==> config.mk <==
export PLATFORM = sky130hd
export DESIGN_NAME = hilo_muldiv_unit
export DESIGN_NICKNAME = d
export VERILOG_FILES = /design/src/rtl/hilo_muldiv_unit.sv
export SDC_FILE = /design/constraint.sdc
export NUM_CORES = 1
export LEC_CHECK = 0
export CORE_MARGIN = 4
export CORE_UTILIZATION = 25
export CTS_BUF_LIST = sky130_fd_sc_hd__clkbuf_2 sky130_fd_sc_hd__clkbuf_4 sky130_fd_sc_hd__clkbuf_8
export DETAILED_ROUTE_END_ITERATION = 8
export PLACE_DENSITY_LB_ADDON = 0.08
export SYNTH_ARGS = -nofsm -noshare
export SYNTH_HDL_FRONTEND = slang
export SYNTH_SLANG_ARGS = --single-unit
==> constraint.sdc <==
create_clock -name clk -period 4.7 [get_ports clk]
set_clock_uncertainty 0.1 [all_clocks]
set_input_delay 0.94 -clock clk [delete_from_list [all_inputs] [get_ports clk]]
set_output_delay 0.94 -clock clk [all_outputs]
set_load 0.02 [all_outputs]
==> src/rtl/hilo_muldiv_unit.sv <==
// HI/LO register owner with an iterative radix-2 multiplier and restoring divider (XLEN steps each).
// Optional build macro MULDIV_EARLY_OUT_EN: multiplies stop once the remaining multiplier bits are zero.
`ifndef ALU_MUL
`define ALU_MUL 4'b1001
`endif
`ifndef ALU_DIV
`define ALU_DIV 4'b1010
`endif

module hilo_muldiv_unit #(
  parameter int XLEN = 32
) (
  input  logic            clk,
  input  logic            rst_n,
  input  logic            start,
  input  logic [20:0]     control_word,
  input  logic [XLEN-1:0] rs_data,
  input  logic [XLEN-1:0] rt_data,
  output logic            stall,
  output logic            done,
  output logic [XLEN-1:0] rd_data,
  output logic            rd_valid,
  output logic [XLEN-1:0] hi_out,
  output logic [XLEN-1:0] lo_out
);
  localparam int CNT_W = $clog2(XLEN) + 1;

  typedef enum logic [1:0] {IDLE, CALC, FIX, DONE} state_t;
  state_t state, state_nxt;

  function automatic logic [XLEN-1:0] magnitude(input logic signed [XLEN-1:0] v, input logic neg);
    return neg ? -v : v;
  endfunction

  logic [3:0] aluop;
  logic       is_uns, mul_op, div_op, muldiv_op, mthi, mtlo, mfhi, mflo, hilo_op;
  logic       rs_neg, rt_neg;

  assign aluop     = control_word[7:4];
  assign is_uns    = control_word[16];
  assign mul_op    = start && (aluop == `ALU_MUL);
  assign div_op    = start && (aluop == `ALU_DIV);
  assign muldiv_op = mul_op || div_op;
  assign mthi      = start && control_word[20] && !control_word[19];
  assign mtlo      = start && control_word[18] && !control_word[17];
  assign mfhi      = start && control_word[19] && !control_word[20];
  assign mflo      = start && control_word[17] && !control_word[18];
  assign hilo_op   = muldiv_op || mthi || mtlo || mfhi || mflo;
  assign rs_neg    = !is_uns && rs_data[XLEN-1];
  assign rt_neg    = !is_uns && rt_data[XLEN-1];

  logic                  is_div_q, res_neg_q, rem_neg_q;
  logic signed [XLEN-1:0] opb_q;
  logic [XLEN-1:0]       mplier_q, acc_hi_q, acc_lo_q;
  logic [CNT_W-1:0]      cnt_q;
  logic                  latch, last_step;

  assign latch = (state == IDLE) && muldiv_op;

  // Iteration step: multiply adds then shifts right; divide shifts left, trial-subtracts, restores
  logic [XLEN:0]   mul_sum, rem_sh;
  logic [XLEN+1:0] diff;
  logic [XLEN-1:0] step_hi, step_lo;

  always_comb begin
    mul_sum = {1'b0, acc_hi_q} + (mplier_q[0] ? {1'b0, opb_q} : {(XLEN+1){1'b0}});
    rem_sh  = {acc_hi_q, acc_lo_q[XLEN-1]};
    diff    = {1'b0, rem_sh} - {2'b00, opb_q};
    if (is_div_q) begin
      if (diff[XLEN+1]) begin
        step_hi = rem_sh[XLEN-1:0];
        step_lo = {acc_lo_q[XLEN-2:0], 1'b0};
      end else begin
        step_hi = diff[XLEN-1:0];
        step_lo = {acc_lo_q[XLEN-2:0], 1'b1};
      end
    end else begin
      step_hi = mul_sum[XLEN:1];
      step_lo = {mul_sum[0], acc_lo_q[XLEN-1:1]};
    end
  end

  logic unused_bits;
  assign unused_bits = ^{control_word[15:8], control_word[3:0], diff[XLEN]};

`ifdef MULDIV_EARLY_OUT_EN
  assign last_step = (cnt_q == CNT_W'(XLEN-1)) || (!is_div_q && (mplier_q[XLEN-1:1] == '0));
`else
  assign last_step = (cnt_q == CNT_W'(XLEN-1));
`endif

  // Sign correction of the unsigned result; an early-out product is realigned first
  logic [2*XLEN-1:0] prod, prod_fix;
  logic [XLEN-1:0]   res_hi, res_lo;

  always_comb begin
    prod = {acc_hi_q, acc_lo_q};
`ifdef MULDIV_EARLY_OUT_EN
    prod = prod >> (CNT_W'(XLEN) - cnt_q);
`endif
    prod_fix = res_neg_q ? -prod : prod;
    if (is_div_q) begin
      res_lo = res_neg_q ? -acc_lo_q : acc_lo_q;
      res_hi = rem_neg_q ? -acc_hi_q : acc_hi_q;
    end else begin
      res_hi = prod_fix[2*XLEN-1:XLEN];
      res_lo = prod_fix[XLEN-1:0];
    end
  end

  always_ff @(posedge clk) begin
    if (latch) begin
      is_div_q  <= div_op;
      res_neg_q <= (rs_neg ^ rt_neg) && (rt_data != '0);
      rem_neg_q <= rs_neg;
      opb_q     <= div_op ? magnitude(rt_data, rt_neg) : magnitude(rs_data, rs_neg);
      mplier_q  <= magnitude(rt_data, rt_neg);
      acc_hi_q  <= '0;
      acc_lo_q  <= div_op ? magnitude(rs_data, rs_neg) : '0;
      cnt_q     <= '0;
    end else if (state == CALC) begin
      acc_hi_q <= step_hi;
      acc_lo_q <= step_lo;
      mplier_q <= mplier_q >> 1;
      cnt_q    <= cnt_q + 1'b1;
    end
  end

  always_ff @(posedge clk or negedge rst_n) begin
    if (!rst_n) state <= IDLE;
    else        state <= state_nxt;
  end

  always_comb begin
    state_nxt = state;
    done      = 1'b0;
    stall     = 1'b0;
    case (state)
      IDLE:    if (muldiv_op) state_nxt = CALC;
      CALC:    if (last_step) state_nxt = FIX;
      FIX:     state_nxt = DONE;
      DONE: begin
        done      = 1'b1;
        state_nxt = IDLE;
      end
      default: state_nxt = IDLE;
    endcase
    if (state != IDLE) stall = hilo_op;
  end

  logic [XLEN-1:0] hi_q, lo_q;

  always_ff @(posedge clk or negedge rst_n) begin
    if (!rst_n) begin
      hi_q <= '0;
      lo_q <= '0;
    end else if (state == FIX) begin
      hi_q <= res_hi;
      lo_q <= res_lo;
    end else if ((state == IDLE) && !muldiv_op) begin
      if (mthi) hi_q <= rs_data;
      if (mtlo) lo_q <= rs_data;
    end
  end

  always_comb begin
    rd_valid = (state == IDLE) && !muldiv_op && (mfhi || mflo);
    rd_data  = '0;
    if (rd_valid) rd_data = mfhi ? hi_q : lo_q;
  end

  assign hi_out = hi_q;
  assign lo_out = lo_q;

endmodule

Yosys cells after proc, flatten, opt, wreduce, memory -nomap -nowiden
Cells that the tools add are included.
{ "word_totals": {"input_bits": 88, "regBits": 203, "out_inout_bits": 99, "elab_cells": 97} }
{ "classes": {"n_reduce_logical": 38, "mux": 31, "addsub": 8, "eq_ne": 8, "n_bitwise": 1} }
{ "ops": {"columns": ["operator", "count"], "rows": [
  ["2-to-1 mux 32 bit", 24],
  ["negator 32 bit", 4],
  ["2-to-1 mux 64 bit", 1],
  ["negator 64 bit", 1],
  ["subtractor 33 x 32 -> 34 bit", 1],
  ["adder 32 x 32 -> 33 bit", 1],
  ["nonzero test 32 bit", 1],
  ["logical AND 1 bit", 16],
  ["nonzero test 2 bit", 5],
  ["equality test 4 bit, second input constant", 2],
  ["case mux 2 bit (4 select lines)", 1],
  ["adder 6 x 1 -> 6 bit, second input constant", 1],
  ["equality test 6 x 5 -> 1 bit, second input constant", 1],
  ["logical NOT 1 bit", 6],
  ["logical OR 1 bit", 6],
  ["AND reduction 2 bit", 3],
  ["equality test 2 bit, second input constant", 2],
  ["2-to-1 mux 2 bit", 2],
  ["!= test 2 bit, second input constant", 2],
  ["2-to-1 mux 1 bit", 3],
  ["equality test 2 x 1 -> 1 bit, second input constant", 1],
  ["logical NOT 2 bit", 1],
  ["XOR 1 bit", 1]
]} }

Depth between registers and ports, before layout
Gate-level depths: netlist of run 1.
{ "logic_depth": {"ltp_word": 8, "mapped_depth": 13, "depth_no_buf": 13} }

Worst setup path before layout of run 1
No wires, ideal clock.
{ "synth_timing": {"path_kind": "in2reg", "start": "input port start", "end": "register acc_lo_q[0] (enable)", "n_path_buf": 3, "cell_stages": 7, "setup_time_ns": 0.424, "arrival_ns": 3.295, "path_slack_ns": 0.881, "required_time_ns": 4.176, "path_cell_list": "clkbuf_1 > nand2_1 > nor2_1 > nand3_1 > clkbuf_1 > clkbuf_1 > nand2_1"} }
{ "synth_between": {"elab_chain_cells": 4, "elab_cells_between_ends": 5, "cone_classes": "reduce/logical (5)"} }
{ "synth_lines": {"columns": ["item", "line_no", "text"], "rows": [
  ["start, declared", "15", "input logic start,"],
  ["logical AND 1 bit, on equally long branches", "41, 42", null],
  ["logical OR 1 bit *", "43", "assign muldiv_op = mul_op || div_op;"],
  ["logical AND 1 bit *", "58", "assign latch = (state == IDLE) && muldiv_op;"],
  ["nonzero test 2 bit (no source line) *", null, null],
  ["end signal, assigned", "119", "acc_lo_q <= div_op ? magnitude(rs_data, rs_neg) : '0;"],
  ["end signal, assigned", "123", "acc_lo_q <= step_lo;"],
  ["end, declared", "54", "logic [XLEN-1:0] mplier_q, acc_hi_q, acc_lo_q;"]
]} }
Every way passes the cells marked *; elsewhere a longest branch is shown, timed or not.
A chain may end at the register's enable or synchronous reset.

Worst setup path after layout of run 1
{ "layout_timing": {"start": "input port start", "end": "output port rd_data[17]"} }
{ "layout_between": {"elab_chain_cells": 6, "elab_cells_between_ends": 13, "cone_classes": "mux (2); reduce/logical (11)"} }
{ "layout_lines": {"columns": ["item", "line_no", "text"], "rows": [
  ["logical AND 1 bit, on equally long branches", "41, 42", null],
  ["logical OR 1 bit", "43", null],
  ["logical NOT 1 bit", "167", "rd_valid = (state == IDLE) && !muldiv_op && (mfhi || mflo);"],
  ["logical AND 1 bit (2 in a row)", "167", null],
  ["2-to-1 mux 32 bit *", "169", "if (rd_valid) rd_data = mfhi ? hi_q : lo_q;"],
  ["end, declared", "21", "output logic [XLEN-1:0] rd_data,"]
]} }
Marks and branches as above.

==> impl_results.md, run 1 <==
- 1st-iter DRT viols: 1031
- Largest family of logic cells by synthesized area: compound AO/OA/AOI/OAI gates
- Fraction of layout cells with a size suffix above 1: 0.1008
- CTS tree: built
- RSZ-0062 raised after global routing: false
- Io pins: 187
- Remaining DRCs: 0
- Buf/Inv on CP: 3
- Final critical-path share of the clock period: 0.9449
- XOR/XNOR Fraction of Synth Area: 0.09433
- Worst EP arrival: 3.40 ns
- Final worst slack: between 0.2 and 0.3 ns
- Crit-path max cell delay: 0.66 ns
- Synth Flop Type: edfxtp_1
- Layout filler cell count: just under 7000
- Latest clock arrival within the worst-skew pair: 0.62 ns
- Nets@finish: between 2000 and 2500
- Max_cap viols: 0
- First-pass GRT wire length: 99910 um
- Die width: 261.5 um
- Fin. max-slew vios: 0
- Netlist cell types: 81
- Synth warn: 0
- Cells after Synth: about 1900
- Number of global-route vias before repair: between 10000 and 15000
- Maximum vdd ir drop: 0.0002666 V
- Root Driver: clkbuf_8
- Starting Density: 0.2537
- CP Capture Type: output port
- Synth Area in Compound Gates: 0.2189
- Element type at the critical path start: input pin
- Final hold slack: between 0.2 and 0.25 ns
- Critical Path RT: 3.66 ns
- Slew Limit Headroom: 0.3362
- Adder-Cell Fraction of Synth Area: 0.06013
- Final Critical Period: 4.441 ns
- Total track usage: 0.1929
- Crit-path leading delay family: buffers and inverters
- Largest net degree at the start of global routing: 87
- Die Area: 0.06837 mm^2
- H-tree Lvls: 2
- Port Buffers: 174
- Syn Area/Cell: 8.481 um^2
- Cell Chain, Critical Path: clkdlybuf4s50_1, nand2_1, nor2_1, nand2_1, o2111ai_2, buf_12, a21oi_1, clkdlybuf4s50_1
- Mapped Area: 0.01606 mm^2
- Total grt overflow: 0
- Inserted Clock Buffers: 41
- Final count of hold timing violations: 0
- Setup bufs post-CTS: 0
- Gpl congestion: 0.8578
- Critical path's slowest cell: clkdlybuf4s50_1
- Filler-free cell count of the finished design: 2951
- Hold crit path type: input pin to asynchronous set/reset pin
- Placed cells: roughly 2900
- DR WL/cell: 22.82 um
- Asr flop ratio synth: 0.3251
- Initial DRT Pass Iterations: 5
- Synth area leaders: edfxtp_1 19%, dfrtp_1 10%, mux2i_1 6.0%, o21ai_0 6.0%, a21oi_1 5.8%
- Pleak: approximately 7.9 nW
- Final WL: 67340 um
- Number of synthesized flops with an enable pin: 99
- PwrDens: between 600 and 700 mW/mm^2
- Area Overhead vs Synth: 23.86%
- Routed vias: between 15000 and 20000
- Place WS: roughly 0.26 ns
- Clock Sinks: 203
- FP Rows: 92
- Hold buffers post-CTS: 0
- Vias/cell: 5.105
- Worst setup path class: input pin to output port
- Syn nets: 2058
- HPWL after DPL: 51910 um
- Yosys top cell area share: 0.1851
- Area leader, netlist: edfxtp_1
- Status: finished clean
- Fmax: around 230 MHz
- Die Y: 261.5 um
- Slew @ Worst Pin: a little under 1 ns
- Routed Antenna Nets: 0
- Fin Setup TNS: 0 ns
- Register area share after synthesis: 0.3353
- Post-CTS sizing: 0
- Initial antenna violation count: 2
- Core area: about 0.063 mm^2
- Final setup vio count: 0
- Synth Area in Simple Gates: 0.1679
- CP max FO: 22
- Mux share of post-synthesis cell area: 0.08296
- Post-synthesis register bit count: 203
- Clock tree buffer depth: 3
- Worst-path clk slew: roughly 0.07 ns
layout by cell type (no fill, tap or decap), types with 38 or more instances in the layout:
master,Yosys,final
nor2_1,118,118
inv_1,65,65
a21oi_1,185,185
clkdlybuf4s50_1,0,173
nand2_1,218,217
o21ai_0,192,192
dfxtp_1,38,38
xor2_1,86,86
mux2i_1,96,96
and2_1,39,39
clkbuf_8,0,49
buf_4,0,59
edfxtp_1,99,99
dfrtp_1,66,66
xnor2_1,87,87
ha_1,74,72
cell type report:
class / instances / area, um^2 / share of cell area
inverters: 67 / 251.5 / 0.01264
clock inverters: 10 / 53.80 / 0.002704
diodes: 1 / 2.502 / 0.0001258
clock buffers: 65 / 794.5 / 0.03993
well taps: 846 / 1059 / 0.05320
multi-input cells: 1521 / 10070 / 0.5061
repair buffers: 238 / 2280 / 0.1146
flip-flops and latches: 203 / 5385 / 0.2707
path summary, 6_finish.rpt:
check	startpoint	to	slack, ns	cells after the start
max	start	rd_data[17]	0.26	8
min	rst_n	lo_out[1]	0.24	1
max reg2reg	mplier_q[0]	acc_hi_q[29]	0.68	12
min reg2reg	mplier_q[30]	mplier_q[29]	0.41	2
max in group asynchronous	rst_n	hi_out[14]	3.37	2
min in group clk	mplier_q[30]	mplier_q[29]	0.41	2
where the power goes:
part | total, W | internal, W | switching (W)
sequential | 0.00359 | 0.00274 | 0.000851
combinational | 0.00719 | 0.00296 | 0.00422
clock | 0.00197 | 0.00108 | 0.000892
total | 0.0127 | 0.00678 | 0.00597
registers in the layout, summed over array words and instances, names as in the netlist:
signal / cells
mplier_q: 32
acc_hi_q: 32
res_neg_q: 1
cnt_q: 6
lo_out: 32
hi_out: 32
acc_lo_q: 32
opb_q: 32
state: 2
is_div_q: 1
rem_neg_q: 1
synth_stat cells, drive strengths merged, types with 11 or more instances:
| master | number |
|---|---|
| nand2b | 11 |
| dfxtp | 38 |
| or4 | 13 |
| o21ai | 198 |
| ha | 74 |
| nand2 | 219 |
| xnor2 | 87 |
| nand4 | 16 |
| dfrtp | 66 |
| a21o | 21 |
| inv | 65 |
| a21oi | 187 |
| edfxtp | 99 |
| or3 | 18 |
| o31ai | 23 |
| mux2i | 96 |
| o41ai | 13 |
| buf | 16 |
| nor2b | 11 |
| clkbuf | 87 |
| a221oi | 18 |
| and2 | 40 |
| nor3 | 34 |
| nor2 | 121 |
| nand3 | 22 |
| o22ai | 30 |
| nor4 | 19 |
| mux2 | 33 |
| xor2 | 86 |
| a31oi | 19 |
kinds of logic (layout without fill, tap and decap cells):
kind of cell	after synthesis	after routing
DFF	203	203
muxes	129	129
buffers and inverters	170	380
and+or+nand+nor	558	558
xor gates and xnor gates	173	173
adders and majority gates	76	76
AOI/OAI and AO/OA	585	585
other	0	1
routing by layer:
metal / share of wire / vias up / track usage
met5: 0 / - / 0
met4: 0.021 / 0 / 0.04701
met3: 0.045 / 75 / 0.03249
met2: 0.48 / 349 / 0.3201
met1: 0.46 / 7356 / 0.2626
li1: - / 7284 / -
stage by stage:
step                instance area [um^2]    util  total power (W)
CTS                                19890  0.3142          0.01286
global placement                   19040  0.3008          0.01078
floorplan                          16060       -         0.007952
finish                             19900  0.3142          0.01274
detailed placement                 19040  0.3008          0.01080
global route                       19900  0.3142          0.01374
No activity file was read; power rests on OpenSTA's default activity.
==> run 2: changes to the inputs <==
clock period = 4.1 ns   (was 4.7 ns; I/O delays follow)
==> impl_results.md, run 2 (synthesis results as in run 1) <==
- Final Critical Period: 3.875 ns
- Setup bufs post-CTS: 0 (unchanged)
- Maximum vdd ir drop: 0.0002762 V (+3.6%)
- Final count of hold timing violations: 0 (unchanged)
- Clock Sinks: 203 (unchanged)
- HPWL after DPL: 53590 um (+3.2%)
- Post-DP Area: 0.01949 mm^2 (+2.4%)
- Inserted Clock Buffers: 44 (+7.3%)
- Worst EP arrival: 4.25 ns (+0.85 ns)
- Fin Setup TNS: 0 ns (unchanged)
- Gpl congestion: 0.8790 (+2.5%)
- Worst-path clk slew: 0.06 ns (about the same)
- FP Rows: 92 (unchanged)
- Element type at the critical path start: flip-flop
- Final worst slack: 0.2246 ns (-0.03417 ns)
- Hold buffers post-CTS: 0 (unchanged)
- Starting Density: 0.2537 (unchanged)
- RSZ-0062 raised after global routing: false
- 1st-iter DRT viols: 1253 (+22%)
- Max_cap viols: 0 (unchanged)
- Vias/cell: 5.046 (-1.2%)
- Total track usage: 0.1932 (+0.0002145)
- CP Capture Type: flip-flop
- Final critical-path share of the clock period: 0.9452
- Slew @ Worst Pin: 0.8046 ns (-0.1834 ns)
- Total grt overflow: 0 (unchanged)
- Fin area: 0.02044 mm^2 (+2.7%)
- Die Area: 0.06837 mm^2 (unchanged)
- Clock tree buffer depth: 3 (unchanged)
- Core area: 0.06331 mm^2 (unchanged)
- Remaining DRCs: 0 (unchanged)
- Die width: 261.5 um (unchanged)
- Hold crit path type: input pin to asynchronous set/reset pin
- Fin. max-slew vios: 0 (unchanged)
- Slew Limit Headroom: 0.4595 (+0.1232)
- Fmax: 258.0 MHz
- Largest net degree at the start of global routing: 68 (-22%)
- Routed vias: 15190 (+0.86%)
- Placed cells: 2928 (+1.8%)
- Final WL: 67610 um (+0.40%)
- Nets@finish: 2292 (+2.5%)
- Most frequent cells in the layout: 217 x nand2_1, 192 x o21ai_0, 185 x a21oi_1, 173 x clkdlybuf4s50_1, 118 x nor2_1
- First-pass GRT wire length: 99680 um (-0.24%)
- CP max FO: 9 (-59%)
- Routed Antenna Nets: 0 (unchanged)
- PwrDens: 729.5 mW/mm^2 (+14%)
- Number of global-route vias before repair: 14820 (-1.0%)
- Fraction of layout cells with a size suffix above 1: 0.1239 (+0.02314)
- Critical Path RT: 4.47 ns (+0.81 ns)
- Area Overhead vs Synth: 27.24%
- Die Y: 261.5 um (unchanged)
- Port Buffers: 174 (unchanged)
- Post-CTS sizing: 0 (unchanged)
- Status: finished clean
- Commonest non-fill, non-tap cell in the layout: nand2_1
- DR WL/cell: 22.45 um (-1.6%)
- Power, Total: 0.01491 W (+17%)
- Filler-free cell count of the finished design: 3011 (+2.0%)
- CTS tree: built
- Root Driver: clkbuf_8
- Worst setup path class: flip-flop to flip-flop
- Pleak: 8.232 nW (+3.9%)
- Latest clock arrival within the worst-skew pair: 0.63 ns (about the same)
- Place WS: -0.07440 ns (-0.3383 ns)
- Final setup vio count: 0 (unchanged)
- Initial antenna violation count: 4 (+2)
- Io pins: 187 (unchanged)
- H-tree Lvls: 2 (unchanged)
- Initial DRT Pass Iterations: 9 (+4)
[run 2: final cells by class]
| cell class | instances | area [um^2] |
|---|---|---|
| diodes | 2 | 5.005 |
| clock buffers | 66 | 833.3 |
| clock inverters | 15 | 107.6 |
| fillers | 6733 | 42870 |
| inverters | 67 | 251.5 |
| multi-input cells | 1521 | 10070 |
| flip-flops and latches | 203 | 5385 |
| well taps | 846 | 1059 |
| repair buffers | 291 | 2728 |
[run 2: final timing paths]
| check | start | depth (start not counted) | slack (ns) | endpoint |
|---|---|---|---|---|
| setup / recovery | acc_lo_q[0] | 11 | 0.22 | hi_out[16] |
| hold / removal | rst_n | 1 | 0.15 | state[1] |
| setup reg to reg | acc_lo_q[0] | 11 | 0.22 | hi_out[16] |
| hold reg to reg | cnt_q[5] | 2 | 0.42 | cnt_q[5] |
| max in group asynchronous | rst_n | 2 | 2.97 | hi_out[11] |
| min in group clk | cnt_q[5] | 2 | 0.42 | cnt_q[5] |
[run 2: through the flow]
stage                     hold WS (ns)    util
final                           0.1540  0.3228
after detailed placement        0.4068  0.3079
after global routing            0.1738  0.3228
after floorplan                 0.3793       -
after global placement          0.3957  0.3079
after CTS                       0.1238  0.3227
[run 2: critical path, cell delays in order (launching register included)]
cell and delay, ns:
edfxtp_1 0.51, inv_1 0.10, ha_1 0.19, nor3b_1 0.48, nand2_1 0.26, nor3_1 0.50
nand2_1 0.23, or2_1 0.30, nand2_1 0.31, o21ai_0 0.19, xnor2_1 0.45, a21oi_1 0.13
[run 2: per-layer routing]
metal  vias up  wire (um)  global-route usage
met4         0        812             0.03381
li1       7398          -                   -
met2       351      32540              0.3242
met5         -          0                   0
met1      7396      31400              0.2692
met3        48       2855             0.02601
[run 2: report_power, final]
group / internal (W) / leakage (nW) / switching (W)
registers: 0.00314 / 2.01 / 0.000881
clock network: 0.00136 / 0.493 / 0.00104
logic: 0.00350 / 5.73 / 0.00498
